### src/rtl/vga_mon_pkg.sv
`default_nettype none
// ============================================================================
//  Module      : vga_mon_pkg
//  Description : Shared timing constants, monitor FSM states and helper
//                functions for the VGA frame monitor.
//  Revision    : 1.0 - initial release
// ============================================================================
package vga_mon_pkg;

    // Standard 640x480 @ 60 Hz timing, in pixels and lines
    localparam int unsigned VGA_H_SYNC   = 96;
    localparam int unsigned VGA_H_BACK   = 48;
    localparam int unsigned VGA_H_ACTIVE = 640;
    localparam int unsigned VGA_H_FRONT  = 16;
    localparam int unsigned VGA_H_TOTAL  = VGA_H_SYNC + VGA_H_BACK + VGA_H_ACTIVE + VGA_H_FRONT;

    localparam int unsigned VGA_V_SYNC   = 2;
    localparam int unsigned VGA_V_BACK   = 33;
    localparam int unsigned VGA_V_ACTIVE = 480;
    localparam int unsigned VGA_V_FRONT  = 10;
    localparam int unsigned VGA_V_TOTAL  = VGA_V_SYNC + VGA_V_BACK + VGA_V_ACTIVE + VGA_V_FRONT;

    // Lock state of the monitor
    typedef enum logic [1:0] {
        SEARCH  = 2'd0,
        MEASURE = 2'd1,
        LOCKED  = 2'd2
    } mon_state_t;

    // Increment that sticks at the top of a 12-bit range
    function automatic logic [11:0] sat_inc12(input logic [11:0] v);
        return (v == 12'hFFF) ? v : v + 12'd1;
    endfunction

    // CRC-16-CCITT over one 16-bit word, MSB first, poly 0x1021, no reflection
    function automatic logic [15:0] crc16_ccitt_step(input logic [15:0] crc,
                                                     input logic [15:0] data);
        logic [15:0] c;
        logic        fb;
        c = crc;
        for (int i = 15; i >= 0; i--) begin
            fb = c[15] ^ data[i];
            c  = {c[14:0], 1'b0} ^ (fb ? 16'h1021 : 16'h0000);
        end
        return c;
    endfunction

endpackage
`default_nettype wire

### src/rtl/vga_frame_monitor_if.sv
`default_nettype none
// ============================================================================
//  Module      : vga_frame_monitor_if
//  Description : VGA pixel stream as seen by a display: pixel strobe,
//                active-low syncs and RGB565 data.
//  Revision    : 1.0 - initial release
// ============================================================================
interface vga_frame_monitor_if;
    logic        pix_ce;
    logic        hsync;
    logic        vsync;
    logic [15:0] rgb_565;

    modport master (output pix_ce, output hsync, output vsync, output rgb_565);
    modport slave  (input  pix_ce, input  hsync, input  vsync, input  rgb_565);
endinterface
`default_nettype wire

### src/rtl/vga_sync_edge.sv
`default_nettype none
// ============================================================================
//  Module      : vga_sync_edge
//  Description : Strobe-qualified level register for one sync line with
//                fall/rise detection against the current input.
//  Revision    : 1.0 - initial release
// ============================================================================
module vga_sync_edge (
    input  wire logic clk,
    input  wire logic rst,
    input  wire logic pix_ce,
    input  wire logic sync_in,
    output logic      fall,
    output logic      rise
);

    logic r_level;

    // Remember the sync level seen on the previous strobe; idle level is high
    always_ff @(posedge clk) begin
        if (rst) begin
            r_level <= 1'b1;
        end else if (pix_ce) begin
            r_level <= sync_in;
        end
    end

    assign fall = pix_ce &  r_level & ~sync_in;
    assign rise = pix_ce & ~r_level &  sync_in;

endmodule
`default_nettype wire

### src/rtl/vga_frame_monitor.sv
`default_nettype none
// ============================================================================
//  Module      : vga_frame_monitor
//  Description : Receive-side VGA checker. Recovers the pixel grid from
//                hsync/vsync, measures line/frame timing, locks to the
//                expected frame, checksums active pixels and captures one
//                probe pixel per clean frame.
//                Build option VGA_MON_CRC_EN: checksum becomes CRC-16-CCITT
//                (init 0xFFFF) instead of the mod-2^16 additive sum.
//  Revision    : 1.0 - initial release
// ============================================================================
module vga_frame_monitor
    import vga_mon_pkg::*;
#(
    parameter int unsigned H_SYNC   = VGA_H_SYNC,
    parameter int unsigned H_BACK   = VGA_H_BACK,
    parameter int unsigned H_ACTIVE = VGA_H_ACTIVE,
    parameter int unsigned H_FRONT  = VGA_H_FRONT,
    parameter int unsigned V_SYNC   = VGA_V_SYNC,
    parameter int unsigned V_BACK   = VGA_V_BACK,
    parameter int unsigned V_ACTIVE = VGA_V_ACTIVE,
    parameter int unsigned V_FRONT  = VGA_V_FRONT
) (
    input  wire logic          clk,
    input  wire logic          rst,
    vga_frame_monitor_if.slave vga,
    input  wire logic [9:0]    probe_x,
    input  wire logic [9:0]    probe_y,
    output logic               locked,
    output logic               timing_err,
    output logic [11:0]        h_total_meas,
    output logic [11:0]        v_total_meas,
    output logic               frame_done,
    output logic [15:0]        frame_sum,
    output logic [15:0]        probe_rgb,
    output logic [7:0]         frame_cnt
);

    localparam logic [11:0] c_h_sync    = 12'(H_SYNC);
    localparam logic [11:0] c_h_total   = 12'(H_SYNC + H_BACK + H_ACTIVE + H_FRONT);
    localparam logic [11:0] c_h_act_lo  = 12'(H_SYNC + H_BACK);
    localparam logic [11:0] c_h_act_hi  = 12'(H_SYNC + H_BACK + H_ACTIVE);
    localparam logic [11:0] c_v_sync    = 12'(V_SYNC);
    localparam logic [11:0] c_v_total   = 12'(V_SYNC + V_BACK + V_ACTIVE + V_FRONT);
    localparam logic [11:0] c_v_act_lo  = 12'(V_SYNC + V_BACK);
    localparam logic [11:0] c_v_act_hi  = 12'(V_SYNC + V_BACK + V_ACTIVE);
`ifdef VGA_MON_CRC_EN
    localparam logic [15:0] c_acc_init  = 16'hFFFF;
`else
    localparam logic [15:0] c_acc_init  = 16'h0000;
`endif

    // Sync edge detection
    logic w_h_fall, w_h_rise, w_v_fall, w_v_rise;

    vga_sync_edge u_hsync_edge (
        .clk     (clk),
        .rst     (rst),
        .pix_ce  (vga.pix_ce),
        .sync_in (vga.hsync),
        .fall    (w_h_fall),
        .rise    (w_h_rise)
    );

    vga_sync_edge u_vsync_edge (
        .clk     (clk),
        .rst     (rst),
        .pix_ce  (vga.pix_ce),
        .sync_in (vga.vsync),
        .fall    (w_v_fall),
        .rise    (w_v_rise)
    );

    // Grid counters and measurement state
    logic [11:0] r_x_cnt;      // index the current strobe has unless hsync falls on it
    logic [11:0] r_y;
    logic [11:0] r_hf_cnt;     // hsync falls since the last vsync fall
    logic [11:0] r_vs_lines;   // hsync falls seen while vsync is low
    logic [11:0] r_h_meas;
    logic [11:0] r_v_meas;
    logic [15:0] r_acc;
    logic [15:0] r_probe;

    mon_state_t  r_state, w_state_nxt;
    logic        r_frame_bad, w_frame_bad_nxt;
    logic        r_timing_err;
    logic        w_frame_ok, w_set_err;

    logic        r_frame_done;
    logic [15:0] r_frame_sum;
    logic [15:0] r_probe_rgb;
    logic [7:0]  r_frame_cnt;

    logic [11:0] w_x, w_y, w_ax, w_ay, w_line_cnt;
    logic        w_h_act, w_v_act, w_active, w_probe_hit;
    logic        w_mis_raw, w_mis;
    logic [15:0] w_acc_nxt;

    // Position of the current strobe on the grid
    always_comb begin
        w_x        = w_h_fall ? 12'd0 : r_x_cnt;
        w_y        = w_v_fall ? 12'd0 : (w_h_fall ? sat_inc12(r_y) : r_y);
        w_line_cnt = w_h_fall ? sat_inc12(r_hf_cnt) : r_hf_cnt;
        w_h_act    = (w_x >= c_h_act_lo) && (w_x < c_h_act_hi);
        w_v_act    = (w_y >= c_v_act_lo) && (w_y < c_v_act_hi);
        w_active   = vga.pix_ce && w_h_act && w_v_act;
        w_ax       = w_x - c_h_act_lo;
        w_ay       = w_y - c_v_act_lo;
        w_probe_hit = w_active && (w_ax == {2'b00, probe_x}) && (w_ay == {2'b00, probe_y});
`ifdef VGA_MON_CRC_EN
        w_acc_nxt  = crc16_ccitt_step(r_acc, vga.rgb_565);
`else
        w_acc_nxt  = r_acc + vga.rgb_565;
`endif
    end

    // Timing checks; the line length uses the count before the fall restarts it
    always_comb begin
        w_mis_raw = (w_h_fall && (r_x_cnt    != c_h_total)) ||
                    (w_h_rise && (w_x        != c_h_sync))  ||
                    (w_v_fall && (w_line_cnt != c_v_total)) ||
                    (w_v_rise && (r_vs_lines != c_v_sync));
        w_mis     = w_mis_raw && (r_state != SEARCH);
    end

    // Grid counters, measurements, checksum and probe capture, all per strobe
    always_ff @(posedge clk) begin
        if (rst) begin
            r_x_cnt    <= 12'd0;
            r_y        <= 12'd0;
            r_hf_cnt   <= 12'd0;
            r_vs_lines <= 12'd0;
            r_h_meas   <= 12'd0;
            r_v_meas   <= 12'd0;
            r_acc      <= 16'h0000;
            r_probe    <= 16'h0000;
        end else if (vga.pix_ce) begin
            r_x_cnt <= sat_inc12(w_x);
            r_y     <= w_y;

            if (w_v_fall) begin
                r_hf_cnt <= 12'd0;
            end else if (w_h_fall) begin
                r_hf_cnt <= sat_inc12(r_hf_cnt);
            end

            if (w_v_fall) begin
                r_vs_lines <= w_h_fall ? 12'd1 : 12'd0;
            end else if (w_h_fall && !vga.vsync) begin
                r_vs_lines <= sat_inc12(r_vs_lines);
            end

            if (w_h_fall) begin
                r_h_meas <= r_x_cnt;
            end
            if (w_v_fall) begin
                r_v_meas <= w_line_cnt;
            end

            if (w_v_fall) begin
                r_acc <= c_acc_init;
            end else if (w_active) begin
                r_acc <= w_acc_nxt;
            end

            if (w_v_fall) begin
                r_probe <= 16'h0000;
            end else if (w_probe_hit) begin
                r_probe <= vga.rgb_565;
            end
        end
    end

    // Lock FSM state register plus sticky timing error
    always_ff @(posedge clk) begin
        if (rst) begin
            r_state      <= SEARCH;
            r_frame_bad  <= 1'b0;
            r_timing_err <= 1'b0;
        end else begin
            r_state      <= w_state_nxt;
            r_frame_bad  <= w_frame_bad_nxt;
            r_timing_err <= r_timing_err | w_set_err;
        end
    end

    // Lock FSM next state; a frame is clean only if its closing vsync fall is clean too
    always_comb begin
        w_state_nxt     = r_state;
        w_frame_bad_nxt = r_frame_bad;
        w_frame_ok      = 1'b0;
        w_set_err       = 1'b0;
        case (r_state)
            SEARCH: begin
                if (w_v_fall) begin
                    w_state_nxt     = MEASURE;
                    w_frame_bad_nxt = 1'b0;
                end
            end
            MEASURE: begin
                if (w_v_fall) begin
                    w_frame_bad_nxt = 1'b0;
                    if (!r_frame_bad && !w_mis) begin
                        w_state_nxt = LOCKED;
                        w_frame_ok  = 1'b1;
                    end
                end else if (w_mis) begin
                    w_frame_bad_nxt = 1'b1;
                end
            end
            LOCKED: begin
                if (w_mis) begin
                    w_state_nxt = SEARCH;
                    w_set_err   = 1'b1;
                end else if (w_v_fall) begin
                    w_frame_ok  = 1'b1;
                end
            end
            default: begin
                w_state_nxt = SEARCH;
            end
        endcase
    end

    // Publish results of a clean frame one clock after its closing vsync fall
    always_ff @(posedge clk) begin
        if (rst) begin
            r_frame_done <= 1'b0;
            r_frame_sum  <= 16'h0000;
            r_probe_rgb  <= 16'h0000;
            r_frame_cnt  <= 8'd0;
        end else begin
            r_frame_done <= w_frame_ok;
            if (w_frame_ok) begin
                r_frame_sum <= r_acc;
                r_probe_rgb <= r_probe;
                r_frame_cnt <= r_frame_cnt + 8'd1;
            end
        end
    end

    assign locked       = (r_state == LOCKED);
    assign timing_err   = r_timing_err;
    assign h_total_meas = r_h_meas;
    assign v_total_meas = r_v_meas;
    assign frame_done   = r_frame_done;
    assign frame_sum    = r_frame_sum;
    assign probe_rgb    = r_probe_rgb;
    assign frame_cnt    = r_frame_cnt;

endmodule
`default_nettype wire

### src/flat_wrapper.sv
// flat-port wrapper written by rule: the top's interface ports become plain ports
module vga_frame_monitor_flat import vga_mon_pkg::*;
#(
    parameter int unsigned H_SYNC   = VGA_H_SYNC,
    parameter int unsigned H_BACK   = VGA_H_BACK,
    parameter int unsigned H_ACTIVE = VGA_H_ACTIVE,
    parameter int unsigned H_FRONT  = VGA_H_FRONT,
    parameter int unsigned V_SYNC   = VGA_V_SYNC,
    parameter int unsigned V_BACK   = VGA_V_BACK,
    parameter int unsigned V_ACTIVE = VGA_V_ACTIVE,
    parameter int unsigned V_FRONT  = VGA_V_FRONT
)
  (clk, rst, probe_x, probe_y, locked, timing_err, h_total_meas, v_total_meas, frame_done, frame_sum, probe_rgb, frame_cnt, vga_pix_ce, vga_hsync, vga_vsync, vga_rgb_565);
  vga_frame_monitor_if vga_i ();
  input  wire logic clk;
  input  wire logic rst;
  input  wire logic [9:0] probe_x;
  input  wire logic [9:0] probe_y;
  output logic locked;
  output logic timing_err;
  output logic [11:0] h_total_meas;
  output logic [11:0] v_total_meas;
  output logic frame_done;
  output logic [15:0] frame_sum;
  output logic [15:0] probe_rgb;
  output logic [7:0] frame_cnt;
  input wire logic [$bits(vga_i.pix_ce)-1:0] vga_pix_ce;
  input wire logic [$bits(vga_i.hsync)-1:0] vga_hsync;
  input wire logic [$bits(vga_i.vsync)-1:0] vga_vsync;
  input wire logic [$bits(vga_i.rgb_565)-1:0] vga_rgb_565;
  assign vga_i.pix_ce = vga_pix_ce;
  assign vga_i.hsync = vga_hsync;
  assign vga_i.vsync = vga_vsync;
  assign vga_i.rgb_565 = vga_rgb_565;
  vga_frame_monitor #(.H_SYNC(H_SYNC), .H_BACK(H_BACK), .H_ACTIVE(H_ACTIVE), .H_FRONT(H_FRONT), .V_SYNC(V_SYNC), .V_BACK(V_BACK), .V_ACTIVE(V_ACTIVE), .V_FRONT(V_FRONT)) u_core (.clk(clk), .rst(rst), .vga(vga_i), .probe_x(probe_x), .probe_y(probe_y), .locked(locked), .timing_err(timing_err), .h_total_meas(h_total_meas), .v_total_meas(v_total_meas), .frame_done(frame_done), .frame_sum(frame_sum), .probe_rgb(probe_rgb), .frame_cnt(frame_cnt));
endmodule
### config.mk
export PLATFORM = sky130hd
export DESIGN_NAME = vga_frame_monitor_flat
export DESIGN_NICKNAME = d
export VERILOG_FILES = /design/src/rtl/vga_mon_pkg.sv /design/src/rtl/vga_frame_monitor_if.sv /design/src/rtl/vga_sync_edge.sv /design/src/rtl/vga_frame_monitor.sv /design/src/flat_wrapper.sv
export SDC_FILE = /design/constraint.sdc
export NUM_CORES = 1
export LEC_CHECK = 0
export CAP_MARGIN = 20
export CORE_MARGIN = 2
export CORE_UTILIZATION = 35
export DETAILED_ROUTE_END_ITERATION = 10
export PLACE_DENSITY = 0.55
export SYNTH_ARGS = -nofsm -noshare
export SYNTH_HDL_FRONTEND = slang
export SYNTH_HIERARCHICAL = 1
export SYNTH_SLANG_ARGS = --single-unit
### constraint.sdc
create_clock -name clk -period 5.38 [get_ports clk]
set_input_delay 1.345 -clock clk [delete_from_list [all_inputs] [get_ports clk]]
set_output_delay 1.345 -clock clk [all_outputs]
set_load 0.02 [all_outputs]
==> summary.md <==
| Metric | Value |
|---|---|
| CTS sink cnt | 151 |
| Most frequent cells in the layout | 151 x dfxtp_1, 145 x nor2_1, 115 x nand2_1, 106 x clkdlybuf4s50_1, 74 x a21oi_1 |
| Outcome | finished clean |
| Final setup TNS | 0 ns |
| Min Hold Slack | 0.462 ns |
| Post-CTS Repair Setup Buffers | 0 |
| Core Area | 24,200 sq um |
| First-pass GRT wire length | 39.2 mm |
| Routed length on met2 | 10.7 mm |
| Cell taking the most area after synthesis | dfxtp_1 |
| Critical Path Sink Type | flop |
| Multi-input logic area | 5240 sq um |
| Site Rows | 57 |
| Initial DRC Count | 442 |
| Pin count of the biggest net entering global routing | 81 |
| Final ANT Viol Nets | 0 |
| Most common cell after layout, fill and taps aside | dfxtp_1 |
| Top cell type's share of synthesized area | 0.351 |
| Vias per cell | 5.22 |
| DIE WIDTH | 161 um |
| Post-DP HPWL | 16.9 mm |
| CP Class | input pin to flop |
| First-pass detailed-route iteration total | 4 |
| Worst skew pair latency | 0.43 ns |
| Inserted Clock Buffers | 17 |
| H-tree Lvls | 4 |
| CP max stage delay | 0.49 ns |
| DR DRC count | 0 |
| Layout cells sized above 1 | 0.0697 |
| M1 wire length | 11.6 mm |
| Met3 WL post-DR | 1.13 mm |
| Num ports | 108 |
| Clock buffer depth | 2 |
| Buf+Inv Stages, Crit Path | 3 |
| Worst vdd ir | 0.000144 V |
| Critical Path Start Type | input pin |
| Post-Syn Area | 8610 sq um |
| Post-synthesis register bit count | 151 |
| Clk slew on worst S/H paths | 0.07 ns |
| Sequential-to-total area share from yosys stat | 0.351 |
| YS warnings | 6 |
| Fmax | 0.209 GHz |
| Initial Util | 0.355 |
| Port Buffers | 107 |
| Root Driver | clkbuf_16 |
| Die area | 25,900 sq um |
| Nets | 1,223 |
| Critical-path maximum fanout | 16 |
| Gr ovfl total | 0 |
| WL/cell | 16.0 um |
| Antenna cell count | 0 |
| FFs w/ async S/R, synth | 0 |
| Net count of the mapped netlist | 1,129 |
| CP delay by family, top | simple AND/OR/NAND/NOR gates |
| Fill count | 2,457 |
| Max_cap viols | 0 |
| PwrDens | 246 nW/um^2 |
| Worst-Margin Slew | 0.859 ns |
| # setup viols final | 0 |
| Total GRT Usage | 0.187 |
| WP data arrival | 5.14 ns |
| Main synth FF type | dfxtp_1 |
| Via Count | 7,760 |
| CTS resizes | 0 |
| CP max stage cell | clkdlybuf4s50_1 |
| Initial antenna violation count | 0 |
| Final Critical Period | 4.79 ns |
| Hold Crit Class | flop to flop |
| DR top layer | met4 |
| Setup Skew | 0.0121 ns |
| Period utilization | 0.890 |
| Routability Congestion | 0.878 |
| Number of enable flip-flop cells after synthesis | 0 |
| Vias in the first global route | 7,370 |
| Die height | 161 um |
| Leak | 4.13 nW |
| Synthesized area per cell | 8.16 sq um |
| Slew HR | 0.421 |
| TritonCTS clock tree | done |
| Post-CTS Hold Fix Bufs | 0 |
| Area growth syn-to-layout | 23.9% |
| Fin. Hold Viols | 0 |
| WP data required | 5.73 ns |
| Cells after Synth | 1,055 |
| Yosys cell types | 73 |
| Top post-synthesis cells by area | dfxtp_1 35%, mux2i_1 7.0%, nor2_1 6.3%, nand2_1 5.0%, ha_1 4.7% |
| Slew Limit Fails | 0 |
| RSZ-0062 raised after global routing | false |
| Cell Chain, Critical Path | clkdlybuf4s50_1 > and3b_2 > o41ai_4 > xor2_1 > nor2_1 > ha_1 > xnor2_1 > o311ai_0 > nor4_1 > nand4_1 > a2111oi_0 > buf_4 > nand3_1 > nor4_4 > buf_12 > mux2i_1 |
| Sequential cell area | 3020 sq um |
| Total wire length | 23.8 mm |
## state kept, by name (all words and copies together), names as in the netlist
| signal | cells |
|---|---|
| u_core/r_vs_lines | 12 |
| u_core/frame_sum | 16 |
| u_core/timing_err | 1 |
| u_core/h_total_meas | 12 |
| u_core/r_state | 2 |
| u_core/r_hf_cnt | 12 |
| u_core/frame_cnt | 8 |
| u_core/u_vsync_edge/r_level | 1 |
| u_core/r_probe | 16 |
| u_core/probe_rgb | 16 |
| u_core/r_y | 12 |
| u_core/r_acc | 16 |
| u_core/u_hsync_edge/r_level | 1 |
| u_core/v_total_meas | 12 |
| u_core/frame_done | 1 |
| u_core/r_frame_bad | 1 |
| u_core/r_x_cnt | 12 |
## Yosys cell counts (all sizes together), types with 16 or more instances
library cell  count
dfxtp           151
nor2            145
nand2           115
a21oi            74
mux2i            60
clkbuf           51
nand3            37
xnor2            34
ha               32
o21ai            32
xor2             27
inv              26
nand2b           24
nor3             20
nand4            16
## cell type report
class	count	area share
clock inverters	15	0.0167
clock buffers	17	0.0399
flip-flops and latches	151	0.283
multi-input cells	817	0.491
repair buffers	136	0.122
well taps	324	0.0380
inverters	26	0.00915
## worst paths after layout
kind                             startpoint                         endpoint  slack (ns)  depth (start not counted)
max                              vga_pix_ce  u_core/r_probe[15]$_SDFFE_PP0P_        0.59                         16
min          u_core/r_probe[6]$_SDFFE_PP0P_   u_core/r_probe[6]$_SDFFE_PP0P_        0.46                          2
max reg2reg      u_core/r_y[0]$_SDFFE_PP0P_  u_core/r_probe[15]$_SDFFE_PP0P_        1.20                         16
min reg2reg  u_core/r_probe[6]$_SDFFE_PP0P_   u_core/r_probe[6]$_SDFFE_PP0P_        0.46                          2
## logic make-up (layout without fill, tap and decap cells)
| group | after synthesis | in the layout | synth area share |
|---|---|---|---|
| simple gates | 449 | 449 | 0.256 |
| flops | 151 | 151 | 0.351 |
| fa+ha+maj | 33 | 33 | 0.0488 |
| buf+inv | 87 | 194 | 0.0400 |
| mux | 61 | 61 | 0.0711 |
| compound gates | 212 | 212 | 0.168 |
| xor+xnor | 62 | 62 | 0.0647 |
## power breakdown
part	total (mW)	switching (mW)	internal (mW)
combinational	0.276	0.159	0.117
clock	1.20	0.576	0.627
sequential	1.14	0.0132	1.13
total	2.62	0.749	1.87
## metrics by stage
step	util	worst slack [ns]	total power, mW	instances	instance area [sq um]
floorplan	-	0.331	1.34	1055	8610
global placement	0.415	0.132	1.44	1454	10100
detailed placement	0.415	0.183	1.45	1454	10100
CTS	0.440	0.598	2.66	1486	10700
global route	0.440	0.251	2.74	1486	10700
finish	0.440	0.594	2.62	1486	10700
## worst reg2reg max path: cells and delay by family, from the launching register on
kind	cells	cell delay, ns
and+or+nand+nor	6	1.04
xor gates and xnor gates	2	0.40
muxes	1	0.22
DFF	1	0.42
adders and majority gates	2	0.60
buffers and inverters	2	0.41
AOI/OAI and AO/OA	3	1.04
## per-layer routing
metal	GRT usage	up-vias
met2	0.289	189
met1	0.261	3602
met3	0.0395	20
li1	-	3949
met4	0.0564	0
met5	0	-
Power figures use the tool's default switching activity.
